===== src/rtl/spi_follower_adc.sv =====
// SPI follower emulating an 8-channel serial ADC: decodes start bit + channel, returns held sample MSB first.
// Latency: 3 clk pin-to-strobe, Dout 4 clk after SCLK fall, Dout_oe drop 3 clk after CS rise; no backpressure.
module spi_follower_adc #(
    parameter int DATA_WIDTH = 8,
    parameter int NUM_CH     = 8,
    parameter int CH_BITS    = 3
) (
    input  logic                           CLK_50MHz,
    input  logic                           RESET,
    input  logic                           CLKsample,
    input  logic                           Din,
    input  logic                           CS,
    input  logic [NUM_CH*DATA_WIDTH-1:0]   ch_data,
    output logic                           Dout,
    output logic                           Dout_oe,
    output logic [CH_BITS-1:0]             channel,
    output logic                           frame_done,
    output logic                           frame_abort
);

    localparam int CNT_MAX = (DATA_WIDTH > CH_BITS) ? DATA_WIDTH : CH_BITS;
    localparam int CNT_W   = (CNT_MAX > 1) ? $clog2(CNT_MAX) : 1;
    localparam logic [CNT_W-1:0] CH_LAST   = CNT_W'(CH_BITS - 1);
    localparam logic [CNT_W-1:0] DATA_LAST = CNT_W'(DATA_WIDTH - 1);

    typedef enum logic [2:0] {
        S_IDLE,
        S_WAIT_START,
        S_GET_CH,
        S_NULL,
        S_SHIFT,
        S_DONE
    } state_t;

    state_t                  state;
    logic [1:0]              sclk_sync;
    logic [1:0]              din_sync;
    logic [1:0]              cs_sync;
    logic                    sclk_prev;
    logic                    rise_stb;
    logic                    fall_stb;
    logic                    din_smp;
    logic                    cs_hi;
    logic [CH_BITS-1:0]      ch_shift;
    logic [CH_BITS-1:0]      ch_next;
    logic [CNT_W-1:0]        bit_cnt;
    logic [DATA_WIDTH-1:0]   sample_sr;
    logic [DATA_WIDTH-1:0]   slices [NUM_CH];

    for (genvar g = 0; g < NUM_CH; g++) begin : g_slice
        assign slices[g] = ch_data[g*DATA_WIDTH +: DATA_WIDTH];
    end

    assign cs_hi   = cs_sync[1];
    assign ch_next = CH_BITS'({ch_shift, din_smp});

    // Din is registered alongside the strobe so the FSM sees the value present at the SCLK rise.
    always_ff @(posedge CLK_50MHz or posedge RESET) begin
        if (RESET) begin
            sclk_sync <= '0;
            din_sync  <= '0;
            cs_sync   <= '0;
            sclk_prev <= 1'b0;
            rise_stb  <= 1'b0;
            fall_stb  <= 1'b0;
            din_smp   <= 1'b0;
        end else begin
            sclk_sync <= {sclk_sync[0], CLKsample};
            din_sync  <= {din_sync[0], Din};
            cs_sync   <= {cs_sync[0], CS};
            sclk_prev <= sclk_sync[1];
            rise_stb  <= sclk_sync[1] & ~sclk_prev;
            fall_stb  <= ~sclk_sync[1] & sclk_prev;
            din_smp   <= din_sync[1];
        end
    end

    always_ff @(posedge CLK_50MHz or posedge RESET) begin
        if (RESET) begin
            state       <= S_IDLE;
            Dout        <= 1'b0;
            Dout_oe     <= 1'b0;
            channel     <= '0;
            frame_done  <= 1'b0;
            frame_abort <= 1'b0;
            ch_shift    <= '0;
            bit_cnt     <= '0;
            sample_sr   <= '0;
        end else begin
            frame_done  <= 1'b0;
            frame_abort <= 1'b0;
            // CS release outranks any strobe arriving in the same cycle.
            if (state != S_IDLE && cs_hi) begin
                state       <= S_IDLE;
                Dout        <= 1'b0;
                Dout_oe     <= 1'b0;
                frame_done  <= (state == S_DONE);
                frame_abort <= (state inside {S_GET_CH, S_NULL, S_SHIFT});
            end else begin
                case (state)
                    S_IDLE: begin
                        if (!cs_hi) begin
                            state <= S_WAIT_START;
                        end
                    end
                    S_WAIT_START: begin
                        if (rise_stb && din_smp) begin
                            state    <= S_GET_CH;
                            bit_cnt  <= '0;
                            ch_shift <= '0;
                        end
                    end
                    S_GET_CH: begin
                        if (rise_stb) begin
                            ch_shift <= ch_next;
                            bit_cnt  <= bit_cnt + CNT_W'(1);
                            if (bit_cnt == CH_LAST) begin
                                channel   <= ch_next;
                                sample_sr <= slices[ch_next];
                                state     <= S_NULL;
                            end
                        end
                    end
                    S_NULL: begin
                        if (fall_stb) begin
                            Dout_oe <= 1'b1;
                            Dout    <= 1'b0;
                            bit_cnt <= '0;
                            state   <= S_SHIFT;
                        end
                    end
                    S_SHIFT: begin
                        if (fall_stb) begin
                            Dout      <= sample_sr[DATA_WIDTH-1];
                            sample_sr <= sample_sr << 1;
                            bit_cnt   <= bit_cnt + CNT_W'(1);
                            if (bit_cnt == DATA_LAST) begin
                                state <= S_DONE;
                            end
                        end
                    end
                    S_DONE: begin
                        if (fall_stb) begin
                            Dout <= 1'b0;
                        end
                    end
                    default: begin
                        state <= S_IDLE;
                    end
                endcase
            end
        end
    end

endmodule

===== config.mk =====
export PLATFORM = sky130hd
export DESIGN_NAME = spi_follower_adc
export DESIGN_NICKNAME = d
export VERILOG_FILES = /design/src/rtl/spi_follower_adc.sv
export SDC_FILE = /design/constraint.sdc
export NUM_CORES = 1
export LEC_CHECK = 0
export ABC_AREA = 1
export CAP_MARGIN = 40
export CORE_ASPECT_RATIO = 0.8
export CORE_UTILIZATION = 59
export DETAILED_ROUTE_END_ITERATION = 7
export DONT_BUFFER_PORTS = 1
export MAX_ROUTING_LAYER = met4
export PLACE_DENSITY = 0.75
export RECOVER_POWER = 25
export SLEW_MARGIN = 25
export SYNTH_ARGS = -nofsm -noshare
export SYNTH_HDL_FRONTEND = slang
export SYNTH_SLANG_ARGS = --single-unit
export TNS_END_PERCENT = 100

===== constraint.sdc =====
create_clock -name CLK_50MHz -period 1.7 [get_ports CLK_50MHz]
set_input_delay 0.17 -clock CLK_50MHz [delete_from_list [all_inputs] [get_ports CLK_50MHz]]
set_output_delay 0.17 -clock CLK_50MHz [all_outputs]
set_load 0.1 [all_outputs]

==> results of run 1 <==
logic make-up (layout without fill, tap and decap cells):
family / Yosys count / after routing / synth area share
buffers and inverters: 34 / 44 / 0.06991
AO/OA/AOI/OAI: 10 / 10 / 0.03173
adder cells (fa/ha/maj): 3 / 3 / 0.01763
flip-flops: 33 / 33 / 0.3878
AND/OR/NAND/NOR: 227 / 227 / 0.4929
layout by cell type, fill, tap and decap left out, types with 3 or more instances in the layout:
cell type | netlist | routed
nor2_1 | 13 | 13
nor2_4 | 3 | 3
clkbuf_8 | 0 | 5
inv_1 | 15 | 15
nand2_1 | 114 | 114
dfrtp_1 | 33 | 31
inv_2 | 3 | 3
o21ai_0 | 6 | 6
buf_4 | 0 | 11
or2_1 | 7 | 7
nor2_2 | 3 | 3
ha_1 | 3 | 3
nand2_2 | 4 | 4
nand3_1 | 76 | 76
dlygate4sd3_1 | 0 | 4
through the flow:
stage	instance area, um2	utilization
floorplan	2130	-
global placement	2201	0.6385
detailed placement	2201	0.6385
CTS	2327	0.6751
global route	2327	0.6751
finish	2327	0.6751
state kept, by name, indices dropped and copies added, names as in the netlist, 2 cells and up:
| signal | flops |
|---|---|
| bit_cnt | 3 |
| ch_shift | 2 |
| channel | 3 |
| cs_sync | 2 |
| din_sync | 2 |
| sample_sr | 8 |
| sclk_sync | 2 |
| state | 3 |
layout make-up:
type / count / area share
sequential: 33 / 0.3559
clock buffer: 5 / 0.02957
timing repair buffer: 16 / 0.05484
clock inverter: 3 / 0.007527
tap: 42 / 0.02258
inverter: 20 / 0.03333
multi-input combinational: 240 / 0.4962
power by group:
group / leakage (nW) / switching, mW / internal [mW]
Clock: 0.0439 / 0.284 / 0.282
Combinational: 0.759 / 1.13 / 0.537
Sequential: 0.420 / 0.155 / 0.978
worst register-to-register path: cells and delay by family (launching register included):
family,cells,cell delay [ns]
AND/OR/NAND/NOR,6,0.76
flip-flops,1,0.47
AO/OA/AOI/OAI,1,0.15
layer usage:
| layer | vias to the layer above | track usage |
|---|---|---|
| met1 | 881 | 0.3888 |
| met3 | 4 | 0.06884 |
| met5 | - | - |
| met2 | 68 | 0.3856 |
| met4 | 0 | 0.07289 |
| li1 | 1006 | - |
path summary, 6_finish.rpt:
path | depth (start not counted) | end | slack (ns) | from
worst max-delay path | 7 | ch_shift[0] | 0.21 | state[0]
worst min-delay path | 6 | sample_sr[0] | 0.25 | ch_data[0]
worst max register to register | 7 | ch_shift[0] | 0.21 | state[0]
worst min register to register | 0 | cs_sync[1] | 0.35 | cs_sync[0]
max in group asynchronous | 3 | state[1] | 0.58 | RESET
min in group asynchronous | 3 | sclk_sync[1] | 0.57 | RESET
what timing repair did:
item                                    CTS  global route
hold buffers                              4             0
endpoints found under the setup margin    0             2
gates resized for setup                   0             2
endpoints found under the hold margin    36             0
==> flow_metrics.tcl, run 1 <==
set metrics [dict create \
    synth_flop_cell "dfrtp_1" \
    initial_core_util 0.6178 \
    post_cts_buffers 0 \
    diodes 0 \
    place_ws_ns 0.1823 \
    period_needed_ns 1.495 \
    syn_nets 379 \
    cp.arrival_ns 1.66 \
    fillers 311 \
    multi_input_area_um2 1155 \
    grt-ovfl-total 0 \
    drt_first_pass_iters 5 \
    ys_types 26 \
    vias 1959 \
    setup-tns-final_ns 0 \
    htree_levels 2 \
    cp_max_fo 10 \
    setup_violations 0 \
    total_power_mw 3.371 \
    cts_buffers 5 \
    drv_slew 0 \
    layout-drive-gt1-share 0.1325 \
    synth_cells 307 \
    highest_layer "met4" \
    synth_edf_count 0 \
    coreArea_um2 3447 \
    synthArstFlopShare 1.000 \
    timing.hold.ws_ns 0.2454 \
    ir_drop_uv 920.1 \
    criticalPathCategory "reg2reg" \
    fin_ws_ns 0.2051 \
    clock-sinks 33 \
    synth_top_area_frac 0.3878 \
    netlist_area_um2 2130 \
    cp.required_ns 1.86 \
    holdCritPathClass "in2reg" \
    cap_violations 0 \
    synth_most_common_cell "nand2_1" \
    antenna_found_initial 0 \
    finalWeightedCongestion 0.8684 \
    leakage_nw 1.223 \
    track_usage 0.2719 \
    fin_nets 388 \
    synth-seq-area-share 0.3878 \
    outcome "completed" \
    viasPerCell 5.457 \
    root_buffer "clkbuf_8" \
    cts_tree "built" \
    synth_area_leader_cell "dfrtp_1" \
    cp_num_buf_inv 0 \
    row_count 19 \
    drtAntennaViolNets 0 \
    drt_iter0_drc 185 \
    dieArea_um2 3855 \
    cpPeakStageDelay_ns 0.47 \
    critPathCaptureType "flip-flop" \
    dr_wl_met3_um 362 \
    worst_slew_pin_slew_ns 0.7938 \
    syn_avg_cell_area_um2 6.937 \
    grt_max_degree 34 \
    path_clk_slew_ns 0.07 \
    rsz0062_at_grt "no" \
    grt_pass1_vias 1797 \
    synth-seq-cells 33 \
    cpMostUsedCell "nor2_4" \
    drc_errors 0 \
    yosys_warnings 0 \
    die_w_um 69.17 \
    hold_violations 0 \
    m1WireLength_mm 2.287 \
    slowest_stage "dfrtp_2" \
    slew_headroom 0.4708 \
    powerDensity_nw_per_um2 1448 \
    finalNonFillerCells 359 \
    startpoint_type "flip-flop" \
    period_share 0.8793 \
    area_delta_synth_final_pct 9.283 \
    synth_commonest_cells "nand2_1, nand3_1, dfrtp_1" \
    io-pin-count 76 \
    ff_latch_area_um2 828.3 \
    cts_buffer_depth 2 \
    clock_skew_ns 0.001321 \
    worst_skew_pair.late_latency_ns 0.28 \
    dieHeight_um 55.74 \
    drt_wl_total_mm 4.630 \
    grt_pass1_wl_mm 7.990 \
    worstPathCellList "nor2_4 > nand2_2 > nand2_4 > nand2_1 > nor2_4 > nand3_1 > o21ai_0" \
    wl_per_cell_um 12.90 \
    synth_area_leaders "dfrtp_1, nand2_1, nand3_1" \
    io_buffers 0 \
    dp_hpwl_mm 3.505 \
    fmax_mhz 669.0 \
    place_inst 347 \
    path_delay_family "simple AND/OR/NAND/NOR gates" \
    route.met2.wl_mm 1.949 \
]
Power figures use the tool's default switching activity.
==> inputs of run 2 (changes only) <==
ABC_AREA = default   (was 1)
CTS_BUF_LIST = sky130_fd_sc_hd__clkbuf_4   (was default)
==> run 2 against run 1 <==
Power is 52% lower. Cell count is 32% lower. Synthesized cell count is 40% lower. Sequential cell count stayed put. Area after synthesis is 4.5% lower. Clock skew is 0.0079 ns higher. Core utilization is 6.2 points higher. Maximum frequency is 12% lower. First-iteration DRC count is 37% lower. Final area is 0.54% higher. Routed wire length is 2.3% lower. Register-to-register slack worse by 0.20 ns. Critical endpoint is now sample_sr[7].
==> flow_metrics.tcl, run 2 <==
set metrics [dict create \
    outcome "completed" \
    wl_per_cell_um 18.62 \
    path_clk_slew_ns 0.10 \
    highest_layer "met4" \
    final_util 0.7368 \
    cts_buffers 5 \
    cts_buffer_depth 2 \
    grt_pass1_vias 1523 \
    synth_flop_cell "dfrtp_1" \
    timing.hold.ws_ns 0.2894 \
    fillers 218 \
    htree_levels 2 \
    layout-drive-gt1-share 0.3251 \
    critPathCaptureType "flip-flop" \
    area_delta_synth_final_pct 15.01 \
    drt_first_pass_iters 4 \
    cp.arrival_ns 1.93 \
    die_w_um 67.65 \
    setup_violations 0 \
    cap_violations 0 \
    drt_iter0_drc 116 \
    synth_area_leader_cell "dfrtp_1" \
    grt-ovfl-total 0 \
    drc_errors 0 \
    cp_max_fo 6 \
    viasPerCell 6.263 \
    period_share 0.9958 \
    grt_max_degree 34 \
    dp_hpwl_mm 3.352 \
    largest_reg_flops 8 \
    cpPeakStageDelay_ns 0.51 \
    initial_core_util 0.6407 \
    most-common-layout-cells "dfrtp_1, nand2_1, buf_4, mux4_2, nor2_1" \
    ys_types 45 \
    synth_cells 183 \
    clock-sinks 33 \
    cts_tree "built" \
    vias 1522 \
    m1WireLength_mm 1.915 \
    worst_slew_pin_slew_ns 0.8008 \
    root_buffer "clkbuf_4" \
    top_register "sample_sr" \
    coreArea_um2 3176 \
    track_usage 0.2932 \
    route.met2.wl_mm 2.185 \
    period_needed_ns 1.693 \
    synthArstFlopShare 1.000 \
    drv_slew 0 \
    synth_area_leaders "dfrtp_1, mux4_2, nand2_1" \
    netlist_area_um2 2034 \
    synth_top_area_frac 0.4059 \
    worst_skew_pair.late_latency_ns 0.34 \
    startpoint_type "flip-flop" \
    setup-tns-final_ns 0 \
    rsz0062_at_grt "yes" \
    cp_num_buf_inv 1 \
    dr_wl_met3_um 341 \
    total_power_mw 1.607 \
    synth-seq-cells 33 \
    antenna_found_initial 0 \
    io-pin-count 76 \
    yosys_warnings 0 \
    leakage_nw 0.9564 \
    path_delay_family "multiplexers" \
    slew_headroom 0.4661 \
    clock_skew_ns 0.009196 \
    fmax_mhz 590.7 \
    finalWeightedCongestion 0.8139 \
    drtAntennaViolNets 0 \
    syn_avg_cell_area_um2 11.12 \
    grt_pass1_wl_mm 7.279 \
    syn_nets 255 \
    place_inst 227 \
    dieArea_um2 3688 \
    mostFrequentLayoutCell "dfrtp_1" \
    fin_nets 274 \
    holdCritPathClass "in2reg" \
    ir_drop_uv 438.7 \
    hold_violations 0 \
    worstPathCellList "buf_12 > mux4_2 > nand2_2 > a31oi_2 > mux2_2" \
    finalNonFillerCells 243 \
    synth_edf_count 0 \
    dieHeight_um 54.52 \
    synth_commonest_cells "dfrtp_1, nand2_1, mux4_2" \
    synth_most_common_cell "dfrtp_1" \
    row_count 18 \
    diodes 0 \
    cp.required_ns 1.93 \
    slowest_stage "mux4_2" \
    criticalPathCategory "reg2reg" \
    drt_wl_total_mm 4.524 \
    synth-seq-area-share 0.4059 \
    powerDensity_nw_per_um2 686.9 \
    io_buffers 0 \
]
[run 2: changes by cell type after synthesis, sizes merged, moves of 8 or more]
cell    previous run  this run
mux2               0        10
nand2b             0        10
a31oi              0         8
inv               19         3
a21oi              1         9
nand3             78         0
nand2            119        23
mux4               0        16
[run 2: final timing paths]
| check | startpoint | end | slack, ns | cells after the start |
|---|---|---|---|---|
| min in group asynchronous | RESET | channel[2] | 0.52 | 3 |
| max in group asynchronous | RESET | state[1] | 0.62 | 3 |
| hold reg to reg | sclk_sync[0] | sclk_sync[1] | 0.36 | 0 |
| setup reg to reg | din_smp | sample_sr[7] | 0.007 | 5 |
| setup / recovery | din_smp | sample_sr[7] | 0.007 | 5 |
| hold / removal | ch_data[0] | sample_sr[0] | 0.29 | 3 |
[run 2: layer usage]
layer  vias up  GRT usage
met5         -          -
met4         0     0.1383
met3        11    0.09167
met2        70     0.4521
met1       742     0.3533
li1        699          -
[run 2: report_power, final]
| part | switching (mW) | leakage (nW) | internal (mW) |
|---|---|---|---|
| registers | 0.0453 | 0.395 | 0.817 |
| logic | 0.150 | 0.531 | 0.181 |
| clock network | 0.265 | 0.0300 | 0.149 |
| total | 0.460 | 0.956 | 1.15 |
[run 2: final cells by class]
type                    count  area (um2)  area share
clock inverters             3       12.51    0.005348
clock buffers               5       37.54     0.01604
repair buffers             27       241.5      0.1032
flip-flops and latches     33       829.5      0.3545
inverters                   3       11.26    0.004813
well taps                  40       50.05     0.02139
multi-input cells         132        1157      0.4947
[run 2: cell families after synthesis]
logic type / count (synthesis) / share of synthesized area
fa+ha+maj: 3 / 0.01845
simple gates: 68 / 0.1777
buf+inv: 18 / 0.05043
flops: 33 / 0.4059
compound gates: 33 / 0.1052
mux: 28 / 0.2423
[run 2: worst register-to-register path: stages, from the launching register on]
cell,delay (ns)
dfrtp_2,0.46
buf_12,0.15
mux4_2,0.52
nand2_2,0.10
a31oi_2,0.09
mux2_2,0.27
[run 2: through the flow]
stage	setup WS, ns	area [um2]
3_3_place_gp	0.01417	2148
5_1_grt	-0.06094	2340
6_report	0.007180	2340
2_1_floorplan	0.01483	2034
4_1_cts	-0.01290	2281
3_5_place_dp	-0.05364	2148
[run 2: timing repair]
item / in CTS / in global routing
hold endpoints to repair: 36 / 0
hold buffers: 4 / 0
setup buffers: 0 / 3
gates resized for setup: 7 / 10
endpoints found under the setup margin: 8 / 11
cloned: 1 / 0
pin swaps: 0 / 2
